===== src/rtl/iwrite_controller_mid_pe.sv =====
// Round-robin activation writer into ping-pong BRAM halves for a mid-array PE.
// Define IWRITE_LAST_CHECK_EN to add the sticky err_last stream-framing check.
module iwrite_controller_mid_pe #(
  parameter  int NUM_BANKS    = 4,
  parameter  int WRITE_DEPTH  = 512,
  parameter  int STREAM_WIDTH = 64,
  parameter  int MAX_FILLS    = 256,
  localparam int AW = $clog2(WRITE_DEPTH) + 1,
  localparam int FW = $clog2(MAX_FILLS) + 1,
  localparam int BW = (NUM_BANKS > 1) ? $clog2(NUM_BANKS) : 1
) (
  input  logic                    clk,
  input  logic                    rst_n,
  input  logic [AW-1:0]           cfg_words_per_bank,
  input  logic [FW-1:0]           cfg_num_fills,
  input  logic                    cfg_valid,
  output logic                    cfg_ready,
  input  logic [STREAM_WIDTH-1:0] act_stream_data,
  input  logic                    act_stream_valid,
  output logic                    act_stream_ready,
  input  logic                    act_stream_last,
  output logic [NUM_BANKS-1:0]    enaA,
  output logic [NUM_BANKS-1:0]    weA,
  output logic [AW-1:0]           addrA_ping_pong,
  output logic [STREAM_WIDTH-1:0] diA,
  output logic [NUM_BANKS*AW-1:0] write_addr_pingpong_data,
  input  logic                    rd_buf_release,
  output logic [1:0]              buf_full,
  output logic                    err_cfg,
  output logic                    err_release
`ifdef IWRITE_LAST_CHECK_EN
  ,
  output logic                    err_last
`endif
);

  typedef enum logic [1:0] {
    IDLE,
    WAIT_BUF,
    WRITE,
    COMMIT
  } state_t;

  localparam logic [BW-1:0] LAST_BANK = BW'(NUM_BANKS - 1);

  state_t state_q, state_d;

  logic          pp_q;
  logic          rd_ptr_q;
  logic [1:0]    full_q, full_d;
  logic [BW-1:0] bank_q;
  logic [AW-2:0] word_q;
  logic [FW-1:0] fill_q;
  logic [AW-1:0] words_q;
  logic [FW-1:0] fills_q;
  logic          wr_v_q;
  logic [BW-1:0] wr_bank_q;
  logic [AW-2:0] cnt_q [NUM_BANKS];

  logic                 cfg_ok;
  logic                 rel_ok;
  logic                 beat;
  logic                 last_beat;
  logic                 commit;
  logic                 half_free;
  logic                 fill_done;
  logic [NUM_BANKS-1:0] bank_oh;

  assign cfg_ok = (cfg_words_per_bank != '0)
                & (cfg_words_per_bank <= AW'(WRITE_DEPTH))
                & (cfg_num_fills != '0)
                & (cfg_num_fills <= FW'(MAX_FILLS));

  assign rel_ok    = rd_buf_release & full_q[rd_ptr_q];
  assign beat      = (state_q == WRITE) & act_stream_valid;
  assign last_beat = (bank_q == LAST_BANK)
                   & ({1'b0, word_q} == words_q - 1'b1);
  assign commit    = (state_q == COMMIT);
  assign fill_done = ((fill_q + 1'b1) == fills_q);

  // A release of the half we are waiting on frees it this cycle.
  assign half_free = ~full_q[pp_q] | (rel_ok & (rd_ptr_q == pp_q));

  assign cfg_ready        = (state_q == IDLE);
  assign act_stream_ready = (state_q == WRITE);
  assign buf_full         = full_q;

  always_comb begin
    bank_oh         = '0;
    bank_oh[bank_q] = 1'b1;
  end

  always_comb begin
    full_d = full_q;
    if (commit) full_d[pp_q] = 1'b1;
    if (rel_ok) full_d[rd_ptr_q] = 1'b0;
  end

  always_comb begin
    state_d = state_q;
    unique case (state_q)
      IDLE:     if (cfg_valid && cfg_ok) state_d = WAIT_BUF;
      WAIT_BUF: if (half_free) state_d = WRITE;
      WRITE:    if (beat && last_beat) state_d = COMMIT;
      COMMIT:   state_d = fill_done ? IDLE : WAIT_BUF;
      default:  state_d = IDLE;
    endcase
  end

  always_ff @(posedge clk) begin
    if (rst_n) begin
      state_q     <= IDLE;
      full_q      <= '0;
      pp_q        <= 1'b0;
      rd_ptr_q    <= 1'b0;
      bank_q      <= '0;
      word_q      <= '0;
      fill_q      <= '0;
      words_q     <= '0;
      fills_q     <= '0;
      err_cfg     <= 1'b0;
      err_release <= 1'b0;
    end else begin
      state_q <= state_d;
      full_q  <= full_d;
      if (rel_ok) rd_ptr_q <= ~rd_ptr_q;
      if (rd_buf_release && !full_q[rd_ptr_q]) err_release <= 1'b1;
      if (state_q == IDLE && cfg_valid) begin
        if (cfg_ok) begin
          words_q <= cfg_words_per_bank;
          fills_q <= cfg_num_fills;
          fill_q  <= '0;
        end else begin
          err_cfg <= 1'b1;
        end
      end
      if (beat) begin
        if (bank_q == LAST_BANK) begin
          bank_q <= '0;
          word_q <= word_q + 1'b1;
        end else begin
          bank_q <= bank_q + 1'b1;
        end
      end
      if (commit) begin
        pp_q   <= ~pp_q;
        bank_q <= '0;
        word_q <= '0;
        fill_q <= fill_q + 1'b1;
      end
    end
  end

  always_ff @(posedge clk) begin
    if (rst_n) begin
      enaA            <= '0;
      weA             <= '0;
      addrA_ping_pong <= '0;
      diA             <= '0;
      wr_v_q          <= 1'b0;
      wr_bank_q       <= '0;
    end else begin
      enaA      <= beat ? bank_oh : '0;
      weA       <= beat ? bank_oh : '0;
      wr_v_q    <= beat;
      wr_bank_q <= bank_q;
      if (beat) begin
        addrA_ping_pong <= {word_q, pp_q};
        diA             <= act_stream_data;
      end
    end
  end

  // Counts trail the BRAM write by one cycle; commit restarts them.
  always_ff @(posedge clk) begin
    if (rst_n) begin
      for (int b = 0; b < NUM_BANKS; b++) cnt_q[b] <= '0;
    end else if (commit) begin
      for (int b = 0; b < NUM_BANKS; b++) cnt_q[b] <= '0;
    end else if (wr_v_q) begin
      cnt_q[wr_bank_q] <= cnt_q[wr_bank_q] + 1'b1;
    end
  end

  for (genvar g = 0; g < NUM_BANKS; g++) begin : g_ptr
    assign write_addr_pingpong_data[g*AW +: AW] = {pp_q, cnt_q[g]};
  end

`ifdef IWRITE_LAST_CHECK_EN
  always_ff @(posedge clk) begin
    if (rst_n) err_last <= 1'b0;
    else if (beat && (act_stream_last != last_beat)) err_last <= 1'b1;
  end
`else
  logic unused_last;
  assign unused_last = act_stream_last;
`endif

endmodule


===== config.mk =====
export PLATFORM = sky130hd
export DESIGN_NAME = iwrite_controller_mid_pe
export DESIGN_NICKNAME = d
export VERILOG_FILES = /design/src/rtl/iwrite_controller_mid_pe.sv
export SDC_FILE = /design/constraint.sdc
export NUM_CORES = 1
export LEC_CHECK = 0
export CAP_MARGIN = 20
export CORE_MARGIN = 8
export CORE_UTILIZATION = 40
export DETAILED_ROUTE_END_ITERATION = 10
export PLACE_DENSITY = 0.7
export SYNTH_ARGS = -nofsm -noshare
export SYNTH_HDL_FRONTEND = slang
export SYNTH_SLANG_ARGS = --single-unit

===== constraint.sdc =====
create_clock -name clk -period 5.4 [get_ports clk]
set_input_delay 1.08 -clock clk [delete_from_list [all_inputs] [get_ports clk]]
set_output_delay 1.08 -clock clk [all_outputs]
set_load 0.02 [all_outputs]

==> results of run 1 <==
==> worst reg2reg max path: stages (launching register included) <==
cell	delay, ps
dfxtp_1	330
ha_1	480
nor2_1	460
nand4_1	530
nand2_1	630
==> cell families after synthesis <==
group / synth area share [%]
fa+ha+maj: 2.16
compound gates: 9.22
xor+xnor: 5.30
buf+inv: 3.95
simple gates: 21.0
flops: 52.5
mux: 5.96
==> stage by stage <==
stage          power, uW  setup WS [ps]  area, um2
3_3_place_gp        1560           1610       9190
6_report            2790           2100       9830
5_1_grt             2890           1890       9830
2_1_floorplan       1430           2680       6950
4_1_cts             2820           2070       9800
3_5_place_dp        1560           1640       9190
==> synthesized netlist by cell type (all sizes together) (2+ instances only) <==
cell type  number  area share, %
nand2         182            9.8
dfxtp         128             37
a21oi          92            6.6
nor2           86            4.6
edfxtp         36             16
clkbuf         28            1.5
buf            22            1.7
xor2           22            2.8
mux2i          20            2.9
xnor2          20            2.5
inv            13           0.70
ha             12            2.2
nand4          10           0.90
mux4            9            2.9
nand3           9           0.65
nor3            8           0.74
or3b            8            1.0
and3            7           0.63
o21ai           7           0.56
nor4            6           0.54
nand2b          5           0.45
or3             5           0.45
and2            2           0.18
nor3b           2           0.22
o31a            2           0.25
==> sequential cells by signal (all words and copies together), names as in the netlist, 2 cells and up <==
name	flops
weA	4
words_q	10
state_q	2
fills_q	9
buf_full	2
fill_q	9
addrA_ping_pong	10
wr_bank_q	2
bank_q	2
word_q	9
diA	64
cnt_q	36
==> worst max-delay path by stage <==
stage                               start                       to  slack, ps  depth (start not counted)
finish                   cfg_num_fills[4]  fills_q[3]$_SDFFE_PP0P_       2100                          9
global route             cfg_num_fills[0]  fills_q[7]$_SDFFE_PP0P_       1890                          9
global placement         cfg_num_fills[4]  fills_q[0]$_SDFFE_PP0P_       1610                          9
detailed placement       cfg_num_fills[4]  fills_q[3]$_SDFFE_PP0P_       1640                          9
floorplan           cfg_words_per_bank[3]  state_q[0]$_SDFFE_PP0P_       2680                          8
CTS                      cfg_num_fills[4]  fills_q[3]$_SDFFE_PP0P_       2070                          9
==> per-layer routing <==
| layer | wire length (um) | share of wire, % | global-route usage (%) |
|---|---|---|---|
| met5 | 0 | 0 | 0 |
| met4 | 353 | 1.9 | 6.78 |
| met3 | 1680 | 9.0 | 6.63 |
| met2 | 8840 | 47 | 28.2 |
| met1 | 7830 | 42 | 19.4 |
==> cell type report <==
| class | count | area, um2 | area share (%) |
|---|---|---|---|
| sequential | 164 | 3640 | 37.1 |
| multi-input combinational | 533 | 3030 | 30.9 |
| timing repair buffer | 220 | 2210 | 22.5 |
| clock buffer | 18 | 429 | 4.37 |
| tap | 225 | 282 | 2.86 |
| clock inverter | 14 | 185 | 1.88 |
| inverter | 13 | 48.8 | 0.496 |
==> report_power, final <==
| group | leakage [uW] | switching, uW | internal [uW] |
|---|---|---|---|
| registers | 0.00140 | 16.1 | 1270 |
| logic | 0.00168 | 115 | 124 |
| clock network | 0.000296 | 486 | 772 |
==> results.json, run 1 <==
{
  "grt_max_degree": 95,
  "tightest_slew_ps": 1020,
  "syn_nets": 861,
  "cts.sinks": 164,
  "cpMaxStageDelayCell": "nor2_2",
  "yosys_warnings": 0,
  "critPathMostFrequentCell": "nand2_1",
  "grt_pass1_vias": 5771,
  "grt_usage_pct": 17.0,
  "fin_hold_ws_ps": 452,
  "cts_made_buffers": 17,
  "synth_cells": 760,
  "synth_cell_types": 49,
  "place.gp.congestion": 0.806,
  "drtPass1Iterations": 6,
  "postCtsSetupRepairBufs": 0,
  "cp_top_family": "simple AND/OR/NAND/NOR gates",
  "first_iter_violations": 328,
  "vias": 5846,
  "max_slew_margin_pct": 31.8,
  "fin_nets": 1050,
  "netlist_area_um2": 6950,
  "clkTransAtPathRegs_ps": 70,
  "synth-seq-area-share_pct": 52.5,
  "fin_crit_sh_pct": 61.1,
  "startpoint_type": "input port",
  "fin_tns_setup_ps": 0,
  "cp.buffers_inverters": 2,
  "synth-seq-cells": 164,
  "die_w_um": 148,
  "n_antenna_cell": 0,
  "rows": 48,
  "clockBufferDepth": 2,
  "wire_per_inst_um": 15.8,
  "syn2layout_area_growth_pct": 41.5,
  "ctsResizeCount": 0,
  "stdcell_count": 1187,
  "cp.required_ps": 5670,
  "fmax_mhz": 303,
  "hold_start": "diA[37]$_SDFFE_PP0P_",
  "boundaryPins": 217,
  "htree_num_levels": 4,
  "ys.flop_type": "dfxtp_1",
  "hold_path_end": "diA[37]$_SDFFE_PP0P_",
  "reg2reg_to": "cnt_q[3][4]$_SDFFCE_PN0P_",
  "start_util_pct": 40.6,
  "cts_tree": "built",
  "wl_um": 18700,
  "final_cell_mix": "214 x clkdlybuf4s50_1, 181 x nand2_1, 128 x dfxtp_1",
  "synth-edff-count": 36,
  "die_height_um": 148,
  "drc_errors": 0,
  "grt_overflow": 0,
  "cp-end-kind": "register",
  "dp_hpwl_um": 13100,
  "ys_async_sr_fraction_pct": 0,
  "via_per_inst": 4.93,
  "period_needed_ps": 3300,
  "min_path_type": "reg -> reg",
  "dieArea_um2": 21800,
  "power_leakage_uw": 0.00338,
  "finalClockSkew_ps": 9.18,
  "ir_drop_mv": 0.212,
  "fillers": 1539,
  "grt_first_pass_wirelength_um": 29800,
  "core_area_um2": 17100,
  "ant_nets": 0,
  "postCtsHoldBufs": 0,
  "root_buffer": "clkbuf_16",
  "io_buffers": 215,
  "power_density_nw_per_um2": 284,
  "drive_above_1_share_pct": 6.24,
  "grt_antenna_before_repair": 0,
  "outcome": "completed",
  "utilization_pct": 57.4,
  "clkLatencyLatePin_ps": 420,
  "max_stage_delay_ps": 680,
  "reg2reg_depth": 4,
  "cap_violations": 0,
  "avgSynthCellArea_um2": 9.14,
  "cp_cell_sequence": "clkdlybuf4s50_1 > nor4_1 > nand2_1 > xor2_1 > nand2_1 > nor2_2 > buf_4 > mux2i_1 > nor2_1",
  "setup_viol": 0,
  "min_path_cells": 2,
  "r2r_setup_slack_ps": 2610,
  "drv_slew": 0,
  "final_common_cell": "clkdlybuf4s50_1",
  "grt_setup_unrepaired": "false",
  "critical_path.max_fanout": 15,
  "worstPathArrival_ps": 3570,
  "crit_type": "in -> reg",
  "hold_viol": 0,
  "place_inst": 1154,
  "r2r_start": "state_q[0]$_SDFFE_PP0P_"
}
Power figures use the tool's default switching activity.
==> inputs of run 2 (changes only) <==
==> constraint.sdc (replaced) <==
create_clock -name clk -period 3.3 [get_ports clk]
set_input_delay 0.66 -clock clk [delete_from_list [all_inputs] [get_ports clk]]
set_output_delay 0.66 -clock clk [all_outputs]
set_load 0.02 [all_outputs]
==> run 2 against run 1 <==
Against the previous run: worst hold slack better by 0.85 ps; largest cell class unchanged; critical path type is now reg -> out; utilization is 0.40 points lower; first-iteration DRC count is 9.1% higher.
==> results.json, run 2 (synthesis gave the netlist of run 1 again) <==
{
  "critical_path.max_fanout": 7,
  "fin_tns_setup_ps": 0,
  "dp_hpwl_um": 13500,
  "dieArea_um2": 21800,
  "die_w_um": 148,
  "ant_nets": 0,
  "p_int_uw": 3240,
  "grt_pass1_vias": 5759,
  "postCtsSetupRepairBufs": 0,
  "first_iter_violations": 358,
  "swShare_pct": 23.3,
  "postCtsHoldBufs": 0,
  "syn2layout_area_growth_pct": 40.5,
  "boundaryPins": 217,
  "grt_setup_unrepaired": "false",
  "ir_drop_mv": 0.357,
  "worstPathArrival_ps": 1960,
  "power_density_nw_per_um2": 432,
  "clkTransAtPathRegs_ps": 60,
  "fin_crit_sh_pct": 79.4,
  "fillers": 1566,
  "grt_first_pass_wirelength_um": 30200,
  "p_seq_share_pct": 50.1,
  "power_leakage_uw": 0.00336,
  "reg.largest.list": "diA (64), cnt_q (36)",
  "cp-end-kind": "primary output",
  "grt_overflow": 0,
  "final_common_cell": "clkdlybuf4s50_1",
  "met1_length_um": 8130,
  "io_buffers": 215,
  "cp_cell_sequence": "inv_1 > ha_1 > clkdlybuf4s50_1",
  "wl_um": 19000,
  "die_height_um": 148,
  "cpMaxStageDelayCell": "clkdlybuf4s50_1",
  "grt_antenna_before_repair": 0,
  "clockBufferDepth": 2,
  "wl_met3_um": 1680,
  "clkLatencyLatePin_ps": 420,
  "start_util_pct": 40.6,
  "hold_viol": 0,
  "outcome": "completed",
  "cp.required_ps": 2640,
  "drtPass1Iterations": 4,
  "rows": 48,
  "max_slew_margin_pct": 40.6,
  "fmax_mhz": 382,
  "place.gp.congestion": 0.801,
  "via_per_inst": 4.91,
  "tightest_slew_ps": 892,
  "cap_violations": 0,
  "max_stage_delay_ps": 670,
  "drc_errors": 0,
  "place_area_um2": 9260,
  "vias": 5864,
  "power_frac_comb_pct": 9.4,
  "min_path_type": "reg -> reg",
  "cts_tree": "built",
  "grt_usage_pct": 17.3,
  "switchingPower_uw": 984,
  "register_area_um2": 3640,
  "wl_met2_um": 8820,
  "cts.sinks": 164,
  "clkPwrFrac_pct": 40.5,
  "n_antenna_cell": 0,
  "crit_type": "reg -> out",
  "wire_per_inst_um": 15.9,
  "drive_above_1_share_pct": 6.71,
  "largest_reg_flops": 64,
  "htree_num_levels": 4,
  "grt_max_degree": 81,
  "multi_input_comb_area_um2": 3030,
  "period_needed_ps": 2620,
  "startpoint_type": "register",
  "ctsResizeCount": 0,
  "cts_made_buffers": 17,
  "top_register": "diA",
  "root_buffer": "clkbuf_16",
  "highest-signal-layer": "met4",
  "design_area_um2": 9760,
  "setup_viol": 0,
  "finalClockSkew_ps": 10.1,
  "drv_slew": 0,
  "fin_nets": 1057,
  "final_cell_mix": "214 x clkdlybuf4s50_1, 181 x nand2_1, 128 x dfxtp_1",
  "core_area_um2": 17100
}
-- run 2: cell count changes in the layout (fill, tap and decap cells not counted), moves of 2 or more --
cell	delta
buf_4	+7
bufinv_16	-4
clkinv_2	+4
clkinv_4	-3
clkbuf_1	+2
-- run 2: final timing paths --
kind | from | to | slack [ps] | cells after the start
hold / removal | diA[62]$_SDFFE_PP0P_ | diA[62]$_SDFFE_PP0P_ | 450 | 2
setup reg to reg | state_q[0]$_SDFFE_PP0P_ | state_q[0]$_SDFFE_PP0P_ | 750 | 9
hold reg to reg | diA[62]$_SDFFE_PP0P_ | diA[62]$_SDFFE_PP0P_ | 450 | 2
setup / recovery | state_q[0]$_SDFFE_PP0P_ | cfg_ready | 680 | 3
-- run 2: routing by layer --
metal	vias up	global-route usage, %
met3	26	7.15
met5	-	0
met2	178	28.0
met4	0	6.68
met1	2712	20.2
li1	2948	-
-- run 2: final cells by class --
class	instances	area share [%]
clock buffer	20	4.47
clock inverter	12	0.654
inverter	13	0.500
multi-input combinational	533	31.1
sequential	164	37.3
tap	225	2.88
timing repair buffer	227	23.1
-- run 2: per-stage QoR --
step,utilization (%),cells,hold slack [ps],worst slack (ps),total power (uW)
floorplan,-,760,465,855,2340
global placement,54.1,1162,440,390,2550
detailed placement,54.1,1162,446,298,2560
CTS,57.0,1194,454,634,4270
global route,57.0,1194,467,535,4390
finish,57.0,1194,453,679,4220
-- run 2: critical path, delay by kind of cell (launching register included) --
kind,cells,cell delay (ps)
adders and majority gates,1,350
buffers and inverters,2,850
DFF,1,340
-- run 2: power groups by stage --
stage	sequential, uW	combinational (uW)	clock [uW]
2_1_floorplan	2190	155	0
3_3_place_gp	2160	397	0
3_5_place_dp	2160	399	0
4_1_cts	2110	401	1750
5_1_grt	2120	430	1840
6_report	2110	397	1710
==> patch 1 (flow settings as in run 2) <==
`NUM_BANKS`: 4 -> 8.
--- a/src/rtl/iwrite_controller_mid_pe.sv
+++ b/src/rtl/iwrite_controller_mid_pe.sv
@@ -2,5 +2,5 @@
 // Define IWRITE_LAST_CHECK_EN to add the sticky err_last stream-framing check.
 module iwrite_controller_mid_pe #(
-  parameter  int NUM_BANKS    = 4,
+  parameter  int NUM_BANKS    = 8,
   parameter  int WRITE_DEPTH  = 512,
   parameter  int STREAM_WIDTH = 64,
Ports: changed (resized enaA, weA and write_addr_pingpong_data); port bits go from 217 to 265. The function was not compared with the original's and may differ.
==> patch 1 against run 2 <==
- worst setup slack got worse by 0.39 ns
- final area rose by 29%
- sequential cell count rose by 42
- routed wire length rose by 42%
- die area rose by 26%
- power rose by 54%
- synthesized area rose by 30%
- via count rose by 29%
- register-to-register slack got worse by 0.46 ns
==> patch 1: results (changes against run 2) <==
final_layout:
  top_regs: "cnt_q (72), diA (64)"
  fill_cells: 1927  # +23%
  nets: 1274  # +21%
  layout-drive-gt1-share_pct: 8.14  # +1.4 points
synthesis:
  synth.distinct_cells: 69  # +41%
  synth.avg_cell_area_um2: 9.60  # +5.1%
  synth-xor-area-share_pct: 4.31  # -0.98 points
  synth_common_cells: "nand2_1, dfxtp_1, nor2_1"
  synth.net_count: 1036  # +20%
  cells_taking_the_most_area_after_synthesis: "dfxtp_1, edfxtp_1, nand2_1"
  synth_edf_count: 72  # +100%
global_route:
  track_usage_pct: 19.2  # +1.8 points
  grt_antenna_before_repair: 1  # +1
  maximum_number_of_pins_on_one_net_before_global_route_repair: 71  # -12%
  grt_first_pass_wirelength_mm: 42.9  # +42%
  grt_pass1_vias: 7675  # +33%
outcome:
  run_status: "finished, final reports clean"
placed_design:
  place_area_um2: 11800  # +28%
  dp.cells: 1436  # +24%
  numPortBuffers: 263  # +22%
  finalWeightedCongestion: 0.816  # +1.9%
  dpl_worst_slack_ns: 0.320  # +0.0223 ns
  dp_hpwl_mm: 20.1  # +48%
clock_tree:
  htreeDepth: 1  # -3
  clock_insertion_delay_worst_skew_ns: 0.50  # +0.08 ns
  number_of_buffers_created_by_cts: 22  # +5
  cts_max_path_buffers: 3  # +1
setup_path:
  cp_data_arrival_time_ns: 3.24  # +1.28 ns
  critPathMaxFanout: 18  # +11
  worst_r2r_startpoint: "wr_bank_q[2]$_SDFF_PP0_"
  worstRegToRegCells: 8  # -1
  critical-path-top-delay-family: "flip-flops"
  critical_path.slowest_cell: "dfxtp_1"
  critPathMaxStageDelay_ns: 0.79  # +0.12 ns
  timing.rr.end: "cnt_q[5][6]$_SDFFCE_PN0P_"
  worst_setup_path_end_kind: "flip-flop"
timing:
  skew_ns: 0.00718  # -0.00288 ns
  max-slew-margin-rel_pct: 48.2  # +7.6 points
worst_hold_path:
  end_point_of_the_most_critical_hold_path: "diA[57]$_SDFFE_PP0P_"
  holdCritStartpoint: "diA[57]$_SDFFE_PP0P_"
power_and_ir_drop:
  power_leakage_nw: 4.39  # +31%
detailed_routing:
  drt_iter0_drc: 480  # +34%
  viasPerCell: 5.11  # +4.1%
  dr.pass1.iters: 5  # +1
  avgRoutedWirePerCell_um: 18.3  # +15%
[patch 1: cell count changes after synthesis, sizes merged, moves of 8 or more]
cell / before / now
nor2: 86 / 124
edfxtp: 36 / 72
nand2: 182 / 197
a221oi: 1 / 15
buf: 22 / 33
clkbuf: 28 / 39
mux2: 1 / 11
mux2i: 20 / 29
o211ai: 1 / 10
or3b: 8 / 0
[patch 1: power breakdown]
part           switching [mW]  internal [mW]  leakage [nW]
Sequential             0.0994           2.76          1.83
Combinational           0.607          0.483          2.20
Clock                   0.985           1.54         0.367
[patch 1: metal layers]
layer	GRT usage [%]	part of all wire [%]	up-vias
met5	0	0.033	-
li1	-	-	3669
met4	4.43	1.7	2
met2	32.8	48	315
met1	22.7	41	3524
met3	6.73	10	36
[patch 1: final cells by class]
type	instances	area (um2)	area share (%)
Sequential cell	206	4840	38.6
Clock inverter	12	129	1.03
Inverter	12	47.5	0.379
Tap cell	285	357	2.84
Clock buffer	28	614	4.89
Timing Repair Buffer	286	2830	22.5
Multi-Input combinational cell	647	3730	29.7
==> patch 2 (config.mk and constraints of run 2) <==
Made on the original files. Register the output `err_cfg` once more, with the module's reset; this adds one clock of latency there. The other outputs are not delayed to match.
--- a/src/rtl/iwrite_controller_mid_pe.sv
+++ b/src/rtl/iwrite_controller_mid_pe.sv
@@ -44,4 +44,6 @@
   localparam logic [BW-1:0] LAST_BANK = BW'(NUM_BANKS - 1);
 
+  logic err_cfg_s0;
+
   state_t state_q, state_d;
 
@@ -119,5 +121,5 @@
       words_q     <= '0;
       fills_q     <= '0;
-      err_cfg     <= 1'b0;
+      err_cfg_s0  <= 1'b0;
       err_release <= 1'b0;
     end else begin
@@ -132,5 +134,5 @@
           fill_q  <= '0;
         end else begin
-          err_cfg <= 1'b1;
+          err_cfg_s0 <= 1'b1;
         end
       end
@@ -197,4 +199,12 @@
 `endif
 
+  always_ff @(posedge clk) begin
+    if (rst_n) begin
+      err_cfg <= '0;
+    end else begin
+      err_cfg <= err_cfg_s0;
+    end
+  end
+
 endmodule
 
Check against the original RTL: not equivalent (a bounded check fails within 4 cycles, from zero or initial values and one cycle with rst_n high).
==> patch 2 against run 2 <==
- worst setup slack better by 0.010 ns
- power is 4.9% higher
- sequential cell count grew 1
- critical endpoint unchanged
- routed wire length hardly changed
- synthesized area grew 0.86%
- core utilization rose by 0.18 points
- die area up 0.77%
- worst hold slack is essentially flat
- clock power increased by 12%
- final area rose by 1.0%
==> patch 2: results (changes against run 2) <==
outcome:
  run_status: "finished, final reports clean"
timing:
  skew_ns: 0.0114  # +0.00135 ns
setup_path:
  worstRegToRegCells: 8  # -1
  critPathMaxFanout: 8  # +1
final_layout:
  layout-drive-gt1-share_pct: 6.37  # -0.34 points
  fill_cells: 1540  # -1.7%
  nets: 1062  # +0.47%
global_route:
  globalRouteMet1Util_pct: 20.2  # -0.077 points
  met2_usage_pct: 27.9  # -0.082 points
  grt_first_pass_wirelength_mm: 30.4  # +0.80%
  globalRouteMet3Util_pct: 7.32  # +0.17 points
  grt_antenna_before_repair: 1  # +1
  grt_pass1_vias: 5788  # +0.50%
  track_usage_pct: 17.3  # -0.065 points
  maximum_number_of_pins_on_one_net_before_global_route_repair: 92  # +14%
synthesis:
  synth_common_cells: "nand2_1, dfxtp_1, a21oi_1"
  synth.avg_cell_area_um2: 9.16  # +0.21%
  seq_area_frac_synth_pct: 52.3  # -0.16 points
  synth.distinct_cells: 54  # +10%
placed_design:
  dp.cells: 1167  # +0.43%
  dp_hpwl_mm: 14.0  # +3.8%
  finalWeightedCongestion: 0.832  # +3.8%
power_and_ir_drop:
  power_switching_mw: 1.02  # +3.1%
  max-vdd-ir-drop_v: 0.000367  # +2.8%
detailed_routing:
  via_count: 5946  # +1.4%
  viasPerCell: 4.96  # +0.98%
## patch 2: changes by cell type after synthesis, sizes merged, moves of 3 or more
cell,delta
or3b,-8
nand3b,+7
xor2,-5
and2,+4
buf,-4
a31oi,+3
and3,-3
clkbuf,+3
nand2,-3
nand3,-3
or3,+3
## patch 2: final timing paths
path                                 from                       to  slack, ns
setup / recovery  state_q[0]$_SDFFE_PP0P_                cfg_ready       0.69
hold / removal       diA[62]$_SDFFE_PP0P_     diA[62]$_SDFFE_PP0P_       0.45
setup reg to reg   fill_q[0]$_SDFFE_PP0P_  state_q[0]$_SDFFE_PP0P_       0.72
hold reg to reg      diA[62]$_SDFFE_PP0P_     diA[62]$_SDFFE_PP0P_       0.45
## patch 2: power by group through the flow
stage	Clock [mW]	Sequential (mW)	Combinational, mW
finish	1.91	2.13	0.389
global route	2.04	2.13	0.422
CTS	1.95	2.13	0.394
detailed placement	0	2.17	0.392
global placement	0	2.17	0.388
floorplan	0	2.20	0.153
## patch 2: cell families (layout without fill, tap and decap cells)
| family | after synthesis | count (layout) | synth area share [%] |
|---|---|---|---|
| fa+ha+maj | 12 | 12 | 2.14 |
| compound gates | 121 | 121 | 9.88 |
| xor+xnor | 38 | 38 | 4.75 |
| mux | 30 | 30 | 5.89 |
| simple gates | 335 | 335 | 20.8 |
| buf+inv | 64 | 273 | 4.25 |
| flops | 165 | 165 | 52.3 |
## patch 2: layer usage
metal,wire length (um),vias up
met1,7960,2762
met5,13,-
met3,1800,24
li1,-,2969
met4,331,2
met2,8890,189
## patch 2: final cells by class
cell class,count,area share [%]
Sequential cell,165,37.2
Multi-Input combinational cell,536,30.9
Timing Repair Buffer,226,22.8
Clock buffer,19,4.39
Tap cell,225,2.86
Clock inverter,13,1.35
Inverter,15,0.571
## patch 2: tightest hold or removal path, delay by kind of cell (launching register included)
| kind | cells | cell delay (ns) |
|---|---|---|
| DFF | 1 | 0.31 |
| and+or+nand+nor | 1 | 0.05 |
| AOI/OAI and AO/OA | 1 | 0.05 |
## patch 2: metrics by stage
stage          util [%]  setup slack [ns]
2_1_floorplan         -              1.08
3_3_place_gp       53.9             0.583
3_5_place_dp       53.9             0.527
4_1_cts            57.2             0.661
5_1_grt            57.2             0.571
6_report           57.2             0.690
